<file path="config.mk">
export PLATFORM = sky130hd
export DESIGN_NAME = serial_bit_tx_flat
export DESIGN_NICKNAME = d
export VERILOG_FILES = /design/src/rtl/serial_bit_tx_if.sv /design/src/rtl/serial_bit_tx.sv /design/src/flat_wrapper.sv
export SDC_FILE = /design/constraint.sdc
export NUM_CORES = 1
export LEC_CHECK = 0
export CORE_UTILIZATION = 35
export CTS_CLUSTER_DIAMETER = 120
export DETAILED_ROUTE_END_ITERATION = 6
export SYNTH_ARGS = -nofsm -noshare
export SYNTH_HDL_FRONTEND = slang
export SYNTH_SLANG_ARGS = --single-unit
</file>
<file path="constraint.sdc">
create_clock -name clock -period 1.4 [get_ports clock]
set_input_delay 0.28 -clock clock [delete_from_list [all_inputs] [get_ports clock]]
set_output_delay 0.28 -clock clock [all_outputs]
set_load 0.005 [all_outputs]
</file>
<file path="src/rtl/serial_bit_tx_if.sv">
// serial_bit_tx_if: handshake and serial-stream bundle between stimulus logic and serial_bit_tx
//   master: drives load/data_in, observes ready/x_out/valid_out/done/busy
//   slave : the transmitter side of the same signals
interface serial_bit_tx_if #(parameter int WIDTH = 8);
    logic             load;
    logic [WIDTH-1:0] data_in;
    logic             ready;
    logic             x_out;
    logic             valid_out;
    logic             done;
    logic             busy;
    modport master (output load, data_in, input ready, x_out, valid_out, done, busy);
    modport slave  (input load, data_in, output ready, x_out, valid_out, done, busy);
endinterface

</file>
<file path="src/rtl/serial_bit_tx.sv">
// serial_bit_tx: parallel-load, MSB-first serial transmitter feeding a sequence detector's x_in
//   clock : rising-edge clock
//   reset : asynchronous, active-low reset
//   bus   : serial_bit_tx_if.slave (load, data_in in; ready, x_out, valid_out, done, busy out)
//   Optional macro SERIAL_TX_PARITY_EN appends an even-parity bit after the data bits.
module serial_bit_tx #(
    parameter int WIDTH = 8,
    parameter int CNT_W = 5
) (
    input logic            clock,
    input logic            reset,
    serial_bit_tx_if.slave bus
);
`ifdef SERIAL_TX_PARITY_EN
    typedef enum logic [1:0] {IDLE, SHIFT, PARITY, DONE} state_t;
    logic par;
`else
    typedef enum logic [1:0] {IDLE, SHIFT, DONE} state_t;
`endif
    localparam logic [CNT_W-1:0] LAST = CNT_W'(WIDTH);
    state_t           state;
    logic [WIDTH-1:0] sreg;
    logic [CNT_W-1:0] cnt;
    logic             x, v, dn, rdy;
    assign bus.x_out     = x;
    assign bus.valid_out = v;
    assign bus.done      = dn;
    assign bus.ready     = rdy;
    assign bus.busy      = ~rdy;
    always_ff @(posedge clock or negedge reset) begin
        if (!reset) begin
            state <= IDLE;
            sreg  <= '0;
            cnt   <= '0;
            x     <= 1'b0;
            v     <= 1'b0;
            dn    <= 1'b0;
            rdy   <= 1'b1;
`ifdef SERIAL_TX_PARITY_EN
            par   <= 1'b0;
`endif
        end else begin
            case (state)
                IDLE: if (bus.load) begin
                    // first bit goes straight to x_out on the accepting edge
                    sreg  <= bus.data_in;
                    cnt   <= CNT_W'(1);
                    x     <= bus.data_in[WIDTH-1];
                    v     <= 1'b1;
                    rdy   <= 1'b0;
                    state <= SHIFT;
`ifdef SERIAL_TX_PARITY_EN
                    par   <= ^bus.data_in;
`endif
                end
                SHIFT: if (cnt < LAST) begin
                    // sreg[WIDTH-1] is already on x_out, so the next bit is one below it
                    sreg <= sreg << 1;
                    x    <= sreg[WIDTH-2];
                    cnt  <= cnt + CNT_W'(1);
                end else begin
`ifdef SERIAL_TX_PARITY_EN
                    x     <= par;
                    state <= PARITY;
`else
                    x     <= 1'b0;
                    v     <= 1'b0;
                    dn    <= 1'b1;
                    state <= DONE;
`endif
                end
`ifdef SERIAL_TX_PARITY_EN
                PARITY: begin
                    x     <= 1'b0;
                    v     <= 1'b0;
                    dn    <= 1'b1;
                    state <= DONE;
                end
`endif
                DONE: begin
                    dn    <= 1'b0;
                    rdy   <= 1'b1;
                    state <= IDLE;
                end
                default: state <= IDLE;
            endcase
        end
    end
endmodule
</file>
<file path="src/flat_wrapper.sv">
// flat-port wrapper written by rule: the top's interface ports become plain ports
module serial_bit_tx_flat 
#(
    parameter int WIDTH = 8,
    parameter int CNT_W = 5
)
  (clock, reset, bus_load, bus_data_in, bus_ready, bus_x_out, bus_valid_out, bus_done, bus_busy);
  serial_bit_tx_if #(.WIDTH(WIDTH)) bus_i ();
  input logic clock;
  input logic reset;
  input wire logic [$bits(bus_i.load)-1:0] bus_load;
  input wire logic [$bits(bus_i.data_in)-1:0] bus_data_in;
  output wire logic [$bits(bus_i.ready)-1:0] bus_ready;
  output wire logic [$bits(bus_i.x_out)-1:0] bus_x_out;
  output wire logic [$bits(bus_i.valid_out)-1:0] bus_valid_out;
  output wire logic [$bits(bus_i.done)-1:0] bus_done;
  output wire logic [$bits(bus_i.busy)-1:0] bus_busy;
  assign bus_i.load = bus_load;
  assign bus_i.data_in = bus_data_in;
  assign bus_ready = bus_i.ready;
  assign bus_x_out = bus_i.x_out;
  assign bus_valid_out = bus_i.valid_out;
  assign bus_done = bus_i.done;
  assign bus_busy = bus_i.busy;
  serial_bit_tx #(.WIDTH(WIDTH), .CNT_W(CNT_W)) u_core (.clock(clock), .reset(reset), .bus(bus_i));
endmodule
</file>
==> metrics.txt, run 1 <==
Fill cells=~200; fin area=1180 sq um; Final Power=2600 uW; FFs w/ async S/R, synth=1.00; max-slew violations=0; synth warn=0; met1 usage=0.179; CP startpoint kind=flip-flop; layout cells sized above 1=0.396; pre-CTS setup slack=-0.309 ns; vias in the first global route=between 500 and 600; Mapped Avg Cell Area=13.7 sq um; # rows=17; register area=453 sq um; top_reg_cell synth=dfrtp_1; initial antenna violation count=0; Synth area leader=dfrtp_1; endpoint class of the critical path=flip-flop; final worst-path cycle share=1.01; Die Y=between 50 and 60 microns; Bufs on Longest Clock Path=2; IO Pins=16; n_diodes=0; Final Setup Violations=6; TritonCTS sink count=18; TritonCTS clock tree=done; Mapped Cells=~60; syn_nets=73; largest net degree at the start of global routing=19; pwr/cell area=roughly 2200 nW/um^2; Max-slew headroom=0.782; grt ovf=0; Post-synth top cells=dfrtp_1 (17), mux2_2 (6), mux2_4 (6), nor2b_1 (5), inv_1 (4); routed via count=about 590; synth top area cells=dfrtp_1 (51%), mux2_4 (11%), mux2_2 (8.1%); violated checks=negative setup slack; run status=finished with violations; Tmin final=about 1.4 ns; H-tree Lvls=1; P_leak=about 0.00055 uW; RSZ-0062 raised after global routing=yes; Final WS setup=-0.0105 ns; met3 Use GR=0.0273; drt drc=0; count leader, synth=dfrtp_1; Worst Path Required=between 1.5 and 2 ns; highest attainable clock frequency=between 700 and 800 MHz; maxcap violations=0; busiest grt layer=met2; Hold Crit Class=input port to asynchronous set/reset pin; Die Wd=between 50 and 60 microns; Core Util, Final=0.531; CTS Buf Count=3; met2 GRT Util=0.204; Tightest Pin Transition=between 0.3 and 0.4 ns; Hold WS=around 0.31 ns; nets@finish=about 100; Worst Path Max Fanout=9; Post-synth EDFFs=0; Initial DRC Count=1; Setup CP Type=flip-flop to flip-flop; Multi-input gate area=about 400 sq um; Worst VDD drop=0.988 mV; Core Region=~2200 sq um; Worst Reg-to-Reg Cells=4; drt total wl=~1.5 mm; flops & latches, synth=18; Final Skew=0.00568 ns; GRT Util Overall=0.132; GPL Wtd Cong=about 0.70; Unique masters post-synth=24; post-synthesis sequential area ratio=0.542; DIE AREA=~2600 sq um; DR WL/cell=12.4 microns; IO Port Bufs=15; Post-Syn Area=~830 sq um; Clk Latency, worst-skew pair=0.29 ns; DP Area=between 1000 and 1500 sq um; Crit path arrival time=between 1.5 and 2 ns; post-DP HPWL=about 1.1 mm; Vias/cell=4.92; share of the synthesized area in the top cell type=0.511; Clock transition at path regs=0.10 ns; Root Driver=clkbuf_4; Starting Density=0.373; drt pass-1 iters=4; Final Hold Viols=0; Area Overhead vs Synth=42.2%; first-pass GRT wire length=2.44 mm; Routed Antenna Nets=0
worst max-delay path: stages (launching register included):
cell,delay (ns)
dfrtp_2,0.44
buf_6,0.12
nor4b_4,0.28
nor2_4,0.13
mux2_4,0.32
flip-flops by register name, indices dropped and copies added, names as in the netlist:
signal,cells
u_core.sreg,7
u_core.bus.valid_out,1
u_core.bus.done,1
u_core.bus.x_out,1
u_core.state,2
u_core.bus.ready,1
u_core.cnt,5
cell usage in the layout (no fill, tap or decap), drive strengths merged, types with 2 or more instances in the layout:
| cell | Yosys | routed |
|---|---|---|
| clkbuf | 0 | 4 |
| dlygate4sd2 | 0 | 4 |
| nor2b | 5 | 5 |
| inv | 4 | 4 |
| buf | 1 | 12 |
| o21bai | 2 | 2 |
| a22o | 3 | 3 |
| nor2 | 3 | 3 |
| clkdlybuf4s50 | 0 | 10 |
| dfrtp | 17 | 17 |
| mux2 | 12 | 12 |
cell families after synthesis:
family,count (synthesis),share of synthesized area
and+or+nand+nor,13,0.122
adders and majority gates,1,0.0150
muxes,13,0.201
AOI/OAI and AO/OA,11,0.0961
buffers and inverters,5,0.0240
DFF,18,0.542
area by class of cell:
type | instances | share of cell area
inverters | 4 | 0.0127
well taps | 28 | 0.0296
clock buffers | 4 | 0.0306
flip-flops and latches | 18 | 0.382
repair buffers | 27 | 0.205
multi-input cells | 38 | 0.340
layer usage:
layer  share of wire  wire (microns)  vias up
met1            0.44             651      290
li1                -               -      279
met3           0.041              60        2
met5               0               0        -
met4          0.0088              13        0
met2            0.51             753       14
metrics by stage:
| stage | cells | setup TNS [ns] |
|---|---|---|
| 3_5_place_dp | 110 | -2.86 |
| 2_1_floorplan | 61 | -0.0111 |
| 5_1_grt | 119 | -0.495 |
| 3_3_place_gp | 110 | -2.19 |
| 4_1_cts | 118 | -0.236 |
| 6_report | 119 | -0.0318 |
worst paths after layout:
path,from,end,slack [ns]
min in group clock,u_core.cnt[2],u_core.cnt[2],0.50
max in group asynchronous,reset,u_core.bus.ready,0.83
max reg2reg,u_core.state[1],u_core.sreg[2],-0.01
min,reset,u_core.bus.done,0.31
max,u_core.state[1],u_core.sreg[2],-0.01
min reg2reg,u_core.cnt[2],u_core.cnt[2],0.50
timing repair:
action	in CTS	in global routing
pin swaps	0	2
gates resized for setup	9	9
setup buffers	4	1
hold buffers	0	0
endpoints found under the setup margin	11	8
power breakdown:
group	total [uW]	switching, uW	internal, uW
Combinational	1370	495	879
Sequential	909	154	755
Clock	314	156	158
(Power assumes the default switching activity.)
==> inputs of run 2 (changes only) <==
- CORE_UTILIZATION: 35 -> 44
- PLACE_DENSITY: default -> 0.72
==> metrics.txt, run 2 (synthesis results as in run 1) <==
Root Driver=clkbuf_4; Routed Antenna Nets=0 (unchanged); Final Power=2510 uW (-3.4%); IO Pins=16 (unchanged); commonest non-fill, non-tap cell in the layout=dfrtp_1; IO Port Bufs=15 (unchanged); Core Util, Final=0.662 (+0.131); Area Overhead vs Synth=38.6%; GRT Util Overall=0.171 (+0.0387); nets@finish=101 (-2.9%); Fill cells=144 (-28%); Clock transition at path regs=0.10 ns (about the same); drt pass-1 iters=4 (unchanged); TritonCTS sink count=18 (unchanged); P_leak=0.000537 uW (-2.8%); routed via count=562 (-3.9%); run status=finished with violations; vias in the first global route=514 (-5.0%); layout cells sized above 1=0.364 (-0.0320); endpoint class of the critical path=flip-flop; Top reg by flops=u_core.sreg; # rows=15 (-2); Vias/cell=4.97 (+1.2%); Final Hold Viols=0 (unchanged); Bufs on Longest Clock Path=2 (unchanged); Worst Path Required=1.58 ns (about the same); first-pass GRT wire length=2.37 mm (-2.8%); highest attainable clock frequency=701 MHz (-1.1%); Core Region=1750 sq um (-22%); initial antenna violation count=0 (unchanged); final worst-path cycle share=1.02 (+0.0117); Tmin final=1.43 ns (+0.0163 ns); DR WL/cell=12.5 microns (+1.0%); CP startpoint kind=flip-flop; Worst VDD drop=1.07 mV (+8.7%); RSZ-0062 raised after global routing=yes; Final Skew=0.00254 ns (-0.00314 ns); Setup CP Type=flip-flop to flip-flop; Die Y=45.5 microns (-10%); Clk Latency, worst-skew pair=0.29 ns (about the same); DIE AREA=2070 sq um (-20%); H-tree Lvls=1 (unchanged); Crit path arrival time=1.61 ns (+0.02 ns); commonest cells after routing, fill and taps aside=dfrtp_1 (16), mux2_4 (12), clkdlybuf4s50_1 (10); drt total wl=1.42 mm (-4.1%); post-DP HPWL=1.01 mm (-5.2%); Tightest Pin Transition=0.313 ns (-0.0134 ns); Hold Crit Class=input port to asynchronous set/reset pin; Starting Density=0.477 (+0.104); GPL Wtd Cong=0.709 (+1.8%); Worst Path Max Fanout=9 (unchanged); reg2reg start=u_core.state[1]; register area=453 sq um (unchanged); largest net degree at the start of global routing=19 (unchanged); Final WS setup=-0.0268 ns (-0.0163 ns); max-slew violations=0 (unchanged); CP startpoint=u_core.state[1]; Initial DRC Count=4 (+3); maxcap violations=0 (unchanged); pwr/cell area=2170 nW/um^2 (-0.87%); max reg flops=7 (unchanged); n_diodes=0 (unchanged); grt ovf=0 (unchanged); Final Setup Violations=6 (unchanged); Die Wd=45.5 microns (-10%); Max-slew headroom=0.790 (+0.00858); Multi-input gate area=394 sq um (-2.2%); drt drc=0 (unchanged); CTS Buf Count=3 (unchanged); TritonCTS clock tree=done; Largest regs=u_core.sreg x7, u_core.cnt x5, u_core.state x2; violated checks=negative setup slack
run 2: final timing paths:
path                                          to  slack (ns)  cells after the start
worst max-delay path              u_core.sreg[6]       -0.03                      4
worst min-delay path               u_core.cnt[3]        0.31                      2
worst max register to register    u_core.sreg[6]       -0.03                      4
worst min register to register     u_core.cnt[2]        0.51                      1
max in group asynchronous       u_core.bus.ready        0.84                      2
min in group clock                 u_core.cnt[2]        0.51                      1
run 2: cell type report:
class                      instances  share of cell area
timing repair buffer              24               0.195
multi-input combinational         38               0.341
tap                               25              0.0271
clock buffer                       4              0.0314
sequential                        18               0.392
inverter                           4              0.0130
run 2: metal layers:
layer,vias to the layer above,wire [microns],part of all wire,GRT usage
met5,-,0,0,0
met4,0,14,0.0099,0.109
met3,2,48,0.034,0.0595
met2,15,677,0.48,0.243
met1,274,678,0.48,0.220
li1,271,-,-,-
run 2: critical path, cell delays in order, from the launching register on:
cell     delay (ns)
dfrtp_2        0.44
buf_12         0.13
nor4b_4        0.30
nor2_4         0.13
mux2_4         0.31
run 2: through the flow:
| step | setup WS (ns) | hold WS (ns) | cell area, sq um | cells | setup TNS, ns |
|---|---|---|---|---|---|
| floorplan | -0.00184 | -0.0156 | 837 | 61 | -0.0111 |
| global placement | -0.265 | 0.469 | 1070 | 106 | -2.13 |
| detailed placement | -0.283 | 0.474 | 1070 | 106 | -2.42 |
| global route | -0.0840 | 0.308 | 1150 | 113 | -0.501 |
| finish | -0.0268 | 0.308 | 1150 | 113 | -0.147 |
| CTS | -0.0332 | 0.305 | 1110 | 112 | -0.181 |
run 2: repair_timing:
item | 4_1_cts | 5_1_grt
buffers inserted | 2 | 1
endpoints found under the setup margin | 11 | 8
pin swaps | 0 | 3
hold endpoints to repair | 0 | 0
hold buffers | 0 | 0
resized for setup | 6 | 8
run 2: where the power goes:
part           switching [uW]  internal (uW)
Clock                     155            158
Combinational             474            821
Sequential                146            754
Total                     775           1730
==> inputs of run 3 (changes only) <==
- CTS_CLUSTER_SIZE: default -> 16
==> results of run 3 <==
No change in the layout: final DEF, timing and power equal those of run 2.
